File: config.mk
export PLATFORM = sky130hd
export DESIGN_NAME = weight_fifo_arr_control
export DESIGN_NICKNAME = d
export VERILOG_FILES = /design/src/rtl/weight_fifo_arr_control.sv
export SDC_FILE = /design/constraint.sdc
export NUM_CORES = 1
export LEC_CHECK = 0
export CAP_MARGIN = 20
export CORE_AREA = 3 3 110 112
export DETAILED_ROUTE_END_ITERATION = 16
export DIE_AREA = 0 0 113 115
export HOLD_SLACK_MARGIN = 0.03
export PLACE_DENSITY = 0.73
export SYNTH_ARGS = -nofsm -noshare
export SYNTH_HDL_FRONTEND = slang
export SYNTH_SLANG_ARGS = --single-unit
File: constraint.sdc
create_clock -name clk -period 3.55 [get_ports clk]
set_clock_uncertainty 0.05 [all_clocks]
set_input_delay 0.71 -clock clk [delete_from_list [all_inputs] [get_ports clk]]
set_output_delay 0.71 -clock clk [all_outputs]
set_load 0.01 [all_outputs]
File: src/rtl/weight_fifo_arr_control.sv
// weight_fifo_arr_control
// Weight-load stage that follows the master multiply controller. A start pulse
// reads one weight sub-matrix from weight memory, one row per cycle. It always
// pushes exactly WIDTH_HEIGHT rows into the weight FIFO, using zero rows to pad
// short matrices. It then pulses arr_load to move the FIFO into the systolic
// array, and finally pulses weight_fifo_arr_done.
// Optional build macro: WEIGHT_ROW_REVERSE_EN puts the pad slots first and then
// reads the real rows in descending address order. With this order the base row
// is pushed last and lands in array row 0.
module weight_fifo_arr_control #(
  parameter int WIDTH_HEIGHT = 16,
  parameter int DATA_WIDTH   = WIDTH_HEIGHT * 8,
  parameter int ADDR_WIDTH   = 8
) (
  input  logic                              clk,
  input  logic                              reset,
  input  logic                              weight_fifo_arr_en,
  input  logic [$clog2(WIDTH_HEIGHT):0]     num_rows,
  input  logic [ADDR_WIDTH-1:0]             base_addr,
  output logic                              wmem_rd_en,
  output logic [ADDR_WIDTH-1:0]             wmem_addr,
  input  logic [DATA_WIDTH-1:0]             wmem_rd_data,
  output logic                              fifo_push,
  output logic [DATA_WIDTH-1:0]             fifo_data,
  output logic                              arr_load,
  output logic                              busy,
  output logic                              weight_fifo_arr_done
);

  localparam int CW = $clog2(WIDTH_HEIGHT) + 1;
  localparam logic [CW-1:0] WH   = CW'(WIDTH_HEIGHT);
  localparam logic [CW-1:0] LAST = CW'(WIDTH_HEIGHT - 1);

  typedef enum logic [2:0] {IDLE, FILL, FLUSH, LOAD, DONE} state_t;

  state_t                state, state_next;
  logic [CW-1:0]         k;
  logic [CW-1:0]         nr;
  logic [ADDR_WIDTH-1:0] base;
  logic [ADDR_WIDTH-1:0] addr_hold;
  logic                  push_q;
  logic                  real_q;
  logic                  slot_real;
  logic [CW-1:0]         offset;
  logic                  rd_active;
  logic [ADDR_WIDTH-1:0] addr_calc;

  // Decide whether FILL slot k reads a real row, and which row offset it reads.
  always_comb begin
    slot_real = 1'b0;
    offset    = '0;
`ifdef WEIGHT_ROW_REVERSE_EN
    slot_real = (k >= (WH - nr));
    offset    = LAST - k;
`else
    slot_real = (k < nr);
    offset    = k;
`endif
    rd_active = (state == FILL) && slot_real;
    addr_calc = base + ADDR_WIDTH'(offset);
  end

  // State register. Reset drops any operation in flight straight back to IDLE.
  always_ff @(posedge clk) begin
    if (reset) state <= IDLE;
    else       state <= state_next;
  end

  // Next-state sequencing: IDLE -> FILL (W cycles) -> FLUSH -> LOAD -> DONE.
  always_comb begin
    state_next = state;
    case (state)
      IDLE:    if (weight_fifo_arr_en) state_next = FILL;
      FILL:    if (k == LAST) state_next = FLUSH;
      FLUSH:   state_next = LOAD;
      LOAD:    state_next = DONE;
      DONE:    state_next = IDLE;
      default: state_next = IDLE;
    endcase
  end

  // Latch the job on start, step the slot counter, remember the last read
  // address, and register the push strobe one cycle behind each FILL slot.
  always_ff @(posedge clk) begin
    if (reset) begin
      k         <= '0;
      nr        <= '0;
      base      <= '0;
      addr_hold <= '0;
      push_q    <= 1'b0;
      real_q    <= 1'b0;
    end else begin
      push_q <= (state == FILL);
      real_q <= rd_active;
      if (state == IDLE && weight_fifo_arr_en) begin
        base <= base_addr;
        nr   <= (num_rows > WH) ? WH : num_rows;
        k    <= '0;
      end else if (state == FILL) begin
        k <= k + CW'(1);
      end
      if (rd_active) addr_hold <= addr_calc;
    end
  end

  // Output decode. Pad slots push zeros, and the address is held when no read is issued.
  always_comb begin
    wmem_rd_en           = rd_active;
    wmem_addr            = rd_active ? addr_calc : addr_hold;
    fifo_push            = push_q;
    fifo_data            = (push_q && real_q) ? wmem_rd_data : '0;
    arr_load             = (state == LOAD);
    weight_fifo_arr_done = (state == DONE);
    busy                 = (state != IDLE);
  end

endmodule
Yosys cells after proc, flatten, opt, wreduce, memory -nomap -nowiden. Index checks and enable logic that the tools add are counted.

Bits in read-only memories: 0. Register bits: 31. Output and inout port bits: 141. Memories: 0. Logic and storage cells: 31. Bits of input ports: 144. RAM bits: 0. Bits in latches: 0.

Equality and inequality tests: 7. Reduce and logical (&&, ||, !) cells: 7. Divide/modulo/power cells: 0. Mux-type cells: 6. Order comparisons: 2. Bitwise gates (word level): 0. Add/sub/neg operators: 2. Shift operators: 0. $mul: 0.

Operator list (number): 128-bit 2-to-1 mux (1); 3-bit case mux with 4 select lines (1); 8-bit by 5-bit adder with 8-bit output (1); 8-bit 2-to-1 mux (1); 3-bit by 2-bit == test with 1-bit output, second input constant (2); 3-bit 2-to-1 mux (2); 5-bit by 1-bit adder with 5-bit output, second input constant (1); 5-bit by 4-bit == test with 1-bit output, second input constant (1); 5-bit > comparator, second input constant (1); 5-bit < comparator (1); 5-bit 2-to-1 mux (1); 2-bit != test, second input constant (2); 3-bit by 1-bit == test with 1-bit output, second input constant (1); 3-bit == test, second input constant (1); 1-bit logical AND (3); 3-bit logical NOT (1); 3-bit nonzero test (1); 2-bit AND reduction (1); 2-bit OR reduction (1).

Depth between registers and ports, before layout. Gate-level depths: netlist (run 1).

Depth after elaboration: 3. Depth in mapped cells: 8. Mapped depth without buffers: 8.

Worst setup path before layout (run 1). OpenSTA, ideal clock, no wires.

Path kind: reg2out. Start point: register k[1]. End point: output port wmem_addr[5]. Stages on the path, launching flop included: 7. Data required time: 2.790 ns. Data arrival time: 1.917 ns. Path buffers: 1. Path slack: 0.873 ns. Cells stage by stage: dfxtp_1 ha_1 o211ai_1 o21ai_2 a211oi_4 buf_6 mux2_2.

Longest elaborated chain between the ends: 3. Elaborated cells between the ends (all ways): 4. Those cells by class: 1 x add/sub; 1 x order compare; 1 x mux; 1 x reduce/logical.

RTL lines: start: declaration (line 37) `logic [CW-1:0] k;`; start signal: assignment (line 100) `k <= k + CW'(1);`; 5-bit < comparator (line 56) `slot_real = (k < nr);`; 1-bit logical AND (line 59) `rd_active = (state == FILL) && slot_real;`; via wmem_rd_en (line 20) `output logic wmem_rd_en,`; 8-bit 2-to-1 mux; end: declaration (line 21) `output logic [ADDR_WIDTH-1:0] wmem_addr,`.

The timed path passes the listed nets, and every way through them passes these cells.

Worst setup path after layout (run 1).
Start point: register k[0]. End point: output port wmem_addr[6].

Longest elaborated chain between the ends: 3. Elaborated cells between the ends (all ways): 4. Those cells by class: 1 x add/sub; 1 x order compare; 1 x mux; 1 x reduce/logical.

RTL lines: parallel branches: the longest is 2 deep, another holds 8-bit by 5-bit adder with 8-bit output; 8-bit 2-to-1 mux *.

Mark *: on every way between the ends.

==> results of run 1 <==
==> layer usage <==
| layer | GRT usage, % | vias to the layer above |
|---|---|---|
| met5 | 0 | - |
| met4 | 4.808 | 0 |
| met3 | 2.947 | 17 |
| met2 | 30.69 | 127 |
| met1 | 23.86 | 1565 |
| li1 | - | 1689 |
==> worst max-delay path, cell delays in order (launching register included) <==
cell and delay, ns:
sky130_fd_sc_hd__dfxtp_2 0.39, sky130_fd_sc_hd__ha_1 0.19, sky130_fd_sc_hd__inv_1 0.06, sky130_fd_sc_hd__fa_1 0.41, sky130_fd_sc_hd__inv_1 0.08, sky130_fd_sc_hd__a21o_1 0.14
sky130_fd_sc_hd__a41oi_1 0.14, sky130_fd_sc_hd__xor2_1 0.19, sky130_fd_sc_hd__a21oi_1 0.17, sky130_fd_sc_hd__clkdlybuf4s50_1 0.56
==> state kept, by name (all words and copies together) (netlist names) <==
register	cells
addr_hold	8
base	8
fifo_push	1
k	5
nr	5
real_q	1
state	3
==> how the worst max path moves through the flow <==
stage / startpoint / end / depth (start not counted) / slack (ns)
3_5_place_dp: k[1]$_SDFFE_PP0N_ / wmem_addr[1] / 7 / 0.38
4_1_cts: k[1]$_SDFFE_PP0N_ / wmem_addr[1] / 7 / 0.09
2_1_floorplan: k[1]$_SDFFE_PP0N_ / wmem_addr[5] / 6 / 0.87
5_1_grt: k[1]$_SDFFE_PP0N_ / wmem_addr[1] / 7 / 0.008
6_report: k[0]$_SDFFE_PP0N_ / wmem_addr[6] / 9 / 0.17
3_3_place_gp: k[0]$_SDFFE_PP0N_ / wmem_addr[6] / 9 / 0.45
==> cell usage in the layout (no fill, tap or decap), drive strengths merged, types with 2 or more instances in the layout <==
master	count
a211oi	4
a21o	3
a21oi	21
and2	7
and3	129
buf	4
clkbuf	6
clkdlybuf4s50	284
dfxtp	31
ha	11
inv	12
mux2	5
mux2i	2
nand2	35
nand3b	4
nand4	2
nor2	9
nor3	4
nor3b	2
o21ai	2
o2bb2ai	2
xnor2	5
xor2	4
==> final cells by class <==
class | instances | area [µm²] | area share, %
timing repair buffer | 288 | 2902 | 52.05
multi-input combinational | 257 | 1678 | 30.10
sequential | 31 | 624.3 | 11.20
tap | 143 | 178.9 | 3.210
clock buffer | 6 | 138.9 | 2.492
inverter | 12 | 45.04 | 0.8081
clock inverter | 1 | 5.005 | 0.08979
antenna | 1 | 2.502 | 0.04489
==> stage by stage <==
stage / power (mW) / utilization (%) / std cells / setup slack [ns]
after floorplan: 0.4966 / - / 335 / 0.8730
after global placement: 0.7104 / 47.90 / 731 / 0.4506
after detailed placement: 0.7181 / 47.90 / 731 / 0.3814
after CTS: 1.134 / 49.17 / 738 / 0.08886
after global routing: 1.174 / 49.24 / 739 / 0.008090
final: 1.128 / 49.24 / 739 / 0.1730
==> kinds of logic after synthesis <==
family / synth area share, %
AND/OR/NAND/NOR: 45.02
buffers and inverters: 7.503
AO/OA/AOI/OAI: 9.466
flip-flops: 24.98
adder cells (fa/ha/maj): 6.344
XOR/XNOR: 3.172
multiplexers: 3.525
==> report_power, final <==
| part | internal [mW] | switching [mW] |
|---|---|---|
| logic | 0.211 | 0.117 |
| registers | 0.365 | 0.0182 |
| clock network | 0.273 | 0.144 |
==> timing repair <==
item / CTS / global route
gates resized for setup: 0 / 2
endpoints found under the hold margin: 0 / 0
setup endpoints to repair: 0 / 4
==> flow_summary.toml, run 1 <==
[worst_hold_path]
worstHoldPathType = "reg -> reg"
hold_critical_path_endpoint = "nr[2]$_SDFFE_PP0P_"
min_delay_path_depth = 2
min_from = "nr[2]$_SDFFE_PP0P_"

[clocking]
postCtsSetupRepairBufs = 0
clkTransAtPathRegs_ns = 0.05
hold_buffers = 0
clk_root_buffer_cell = "sky130_fd_sc_hd__clkbuf_16"
cts.sinks = 31
cts_tree = "yes"
clockBufferDepth = 2
clk_latency_ns = 0.27
cts_inserted_buffers = 5
h_tree_levels = 2

[detailed_routing]
vias = 3398
post_drt_via_cell_ratio = 4.598
ant_nets = 0
dr.pass1.iters = 4
wl_um = 12970
drtIter0Drc = 197
drc = 0
met3_length_um = 715
met2_length_um = 6499
met1_length_um = 5495
wire_length_per_cell_after_detailed_routing_um = 17.55
route.top_layer_used = "met4"

[floorplan]
placementRows = 39
initial_standard_cell_utilization_of_the_core_pct = 21.95
design.die.area_um2 = 13000
die_h_um = 115
core-area_um2 = 11320
top_level_ports = 285
die_width_um = 113

[grt]
first_pass_grt_wire_length_um = 18640
globalRouteOverflowTotal = 0
grt_max_degree = 129
grt_antenna_before_repair = 1
grt_use_total_pct = 18.07
via_count_of_the_first_global_routing_pass = 3251

[synth]
synth_area_per_cell_um2 = 7.418
postSynthNetCount = 491
syn-cell-area_um2 = 2485
synth.distinct_cells = 37
syn_inst = 335
synth_sequential_area_ratio_pct = 24.97
synth_enable_flop_cells = 0
post-synth-top-area-cell = "sky130_fd_sc_hd__and3_1"
yosysTopAreaCellShare_pct = 32.48
synthMostInstantiatedCell = "sky130_fd_sc_hd__and3_1"
ys.warnings.count = 0
synth.top_cells.by_count = "sky130_fd_sc_hd__and3_1, sky130_fd_sc_hd__nand2_1, sky130_fd_sc_hd__clkbuf_1"
synth.top_cells.by_area = "sky130_fd_sc_hd__and3_1, sky130_fd_sc_hd__dfxtp_1, sky130_fd_sc_hd__ha_1, sky130_fd_sc_hd__nand2_1, sky130_fd_sc_hd__clkbuf_1"
async_reset_ff_share_pct = 0
flip_flop_and_latch_count_after_synthesis = 31
dominantRegCellSynth = "sky130_fd_sc_hd__dfxtp_1"

[finish]
n_fill_cell = 1087
num-nets-final = 751
layout-area-overhead-vs-synth_pct = 124.3
final_layout_size_suffix_gt1_share_pct = 4.706
finalInstanceArea_um2 = 5574

[placement]
place.gp.congestion = 0.8919
postPlaceCellArea_um2 = 5423
port_buffers = 284
detailed_place_hpwl_um = 10930

[outcome]
status = "finished, final reports clean"

[run]
maxCapViolations = 0

[setup_path]
worstSetupStartpointType = "flip-flop"
critical_path_peak_fanout = 5
r2r-start = "k[1]$_SDFFE_PP0N_"
reg2reg_slack_ns = 1.42
end_kind = "output port"
worst_r2r_endpoint = "addr_hold[2]$_SDFF_PP0_"
worstRegToRegCells = 7
path_class = "reg -> out"
crit_arrival_ns = 2.62
cp.required_ns = 2.79

[sta]
slew_headroom_pct = 58.45
setup_violations = 0
fin_hold_ws_ns = 0.4089
post-route-min-period_ns = 3.377
maxClockFrequency_mhz = 296.1
post-route-period-util_pct = 95.13
rsz0062_at_grt = "false"
report.final.slew_viol_count = 0
tightest_slew_ns = 0.6233
report.final.hold_viol_count = 0
totalNegativeSetupSlack_ns = 0

[pwr]
power_density_nw_per_um2 = 202.3
vdd.ir_drop.worst_mv = 0.2932
power.static_leakage_nw = 2.550
Note: power is estimated with default switching activity, not from simulation.
==> inputs of run 2 (changes only) <==
--- a/config.mk
+++ b/config.mk
@@ -5,7 +5,7 @@
 export SDC_FILE = /design/constraint.sdc
 export NUM_CORES = 1
 export LEC_CHECK = 0
-export CAP_MARGIN = 20
+export CAP_MARGIN = 5
 export CORE_AREA = 3 3 110 112
 export DETAILED_ROUTE_END_ITERATION = 16
 export DIE_AREA = 0 0 113 115
==> results of run 2 <==
The final DEF is identical to that of run 1; final timing and power are the same.
==> inputs of run 3 (changes only) <==
--- a/config.mk
+++ b/config.mk
@@ -5,11 +5,12 @@
 export SDC_FILE = /design/constraint.sdc
 export NUM_CORES = 1
 export LEC_CHECK = 0
+export ABC_AREA = 0
 export CAP_MARGIN = 5
 export CORE_AREA = 3 3 110 112
 export DETAILED_ROUTE_END_ITERATION = 16
 export DIE_AREA = 0 0 113 115
-export HOLD_SLACK_MARGIN = 0.03
+export HOLD_SLACK_MARGIN = 0.12
 export PLACE_DENSITY = 0.73
 export SYNTH_ARGS = -nofsm -noshare
 export SYNTH_HDL_FRONTEND = slang
==> results of run 3 <==
The final DEF is identical to that of run 1; final timing and power are the same.
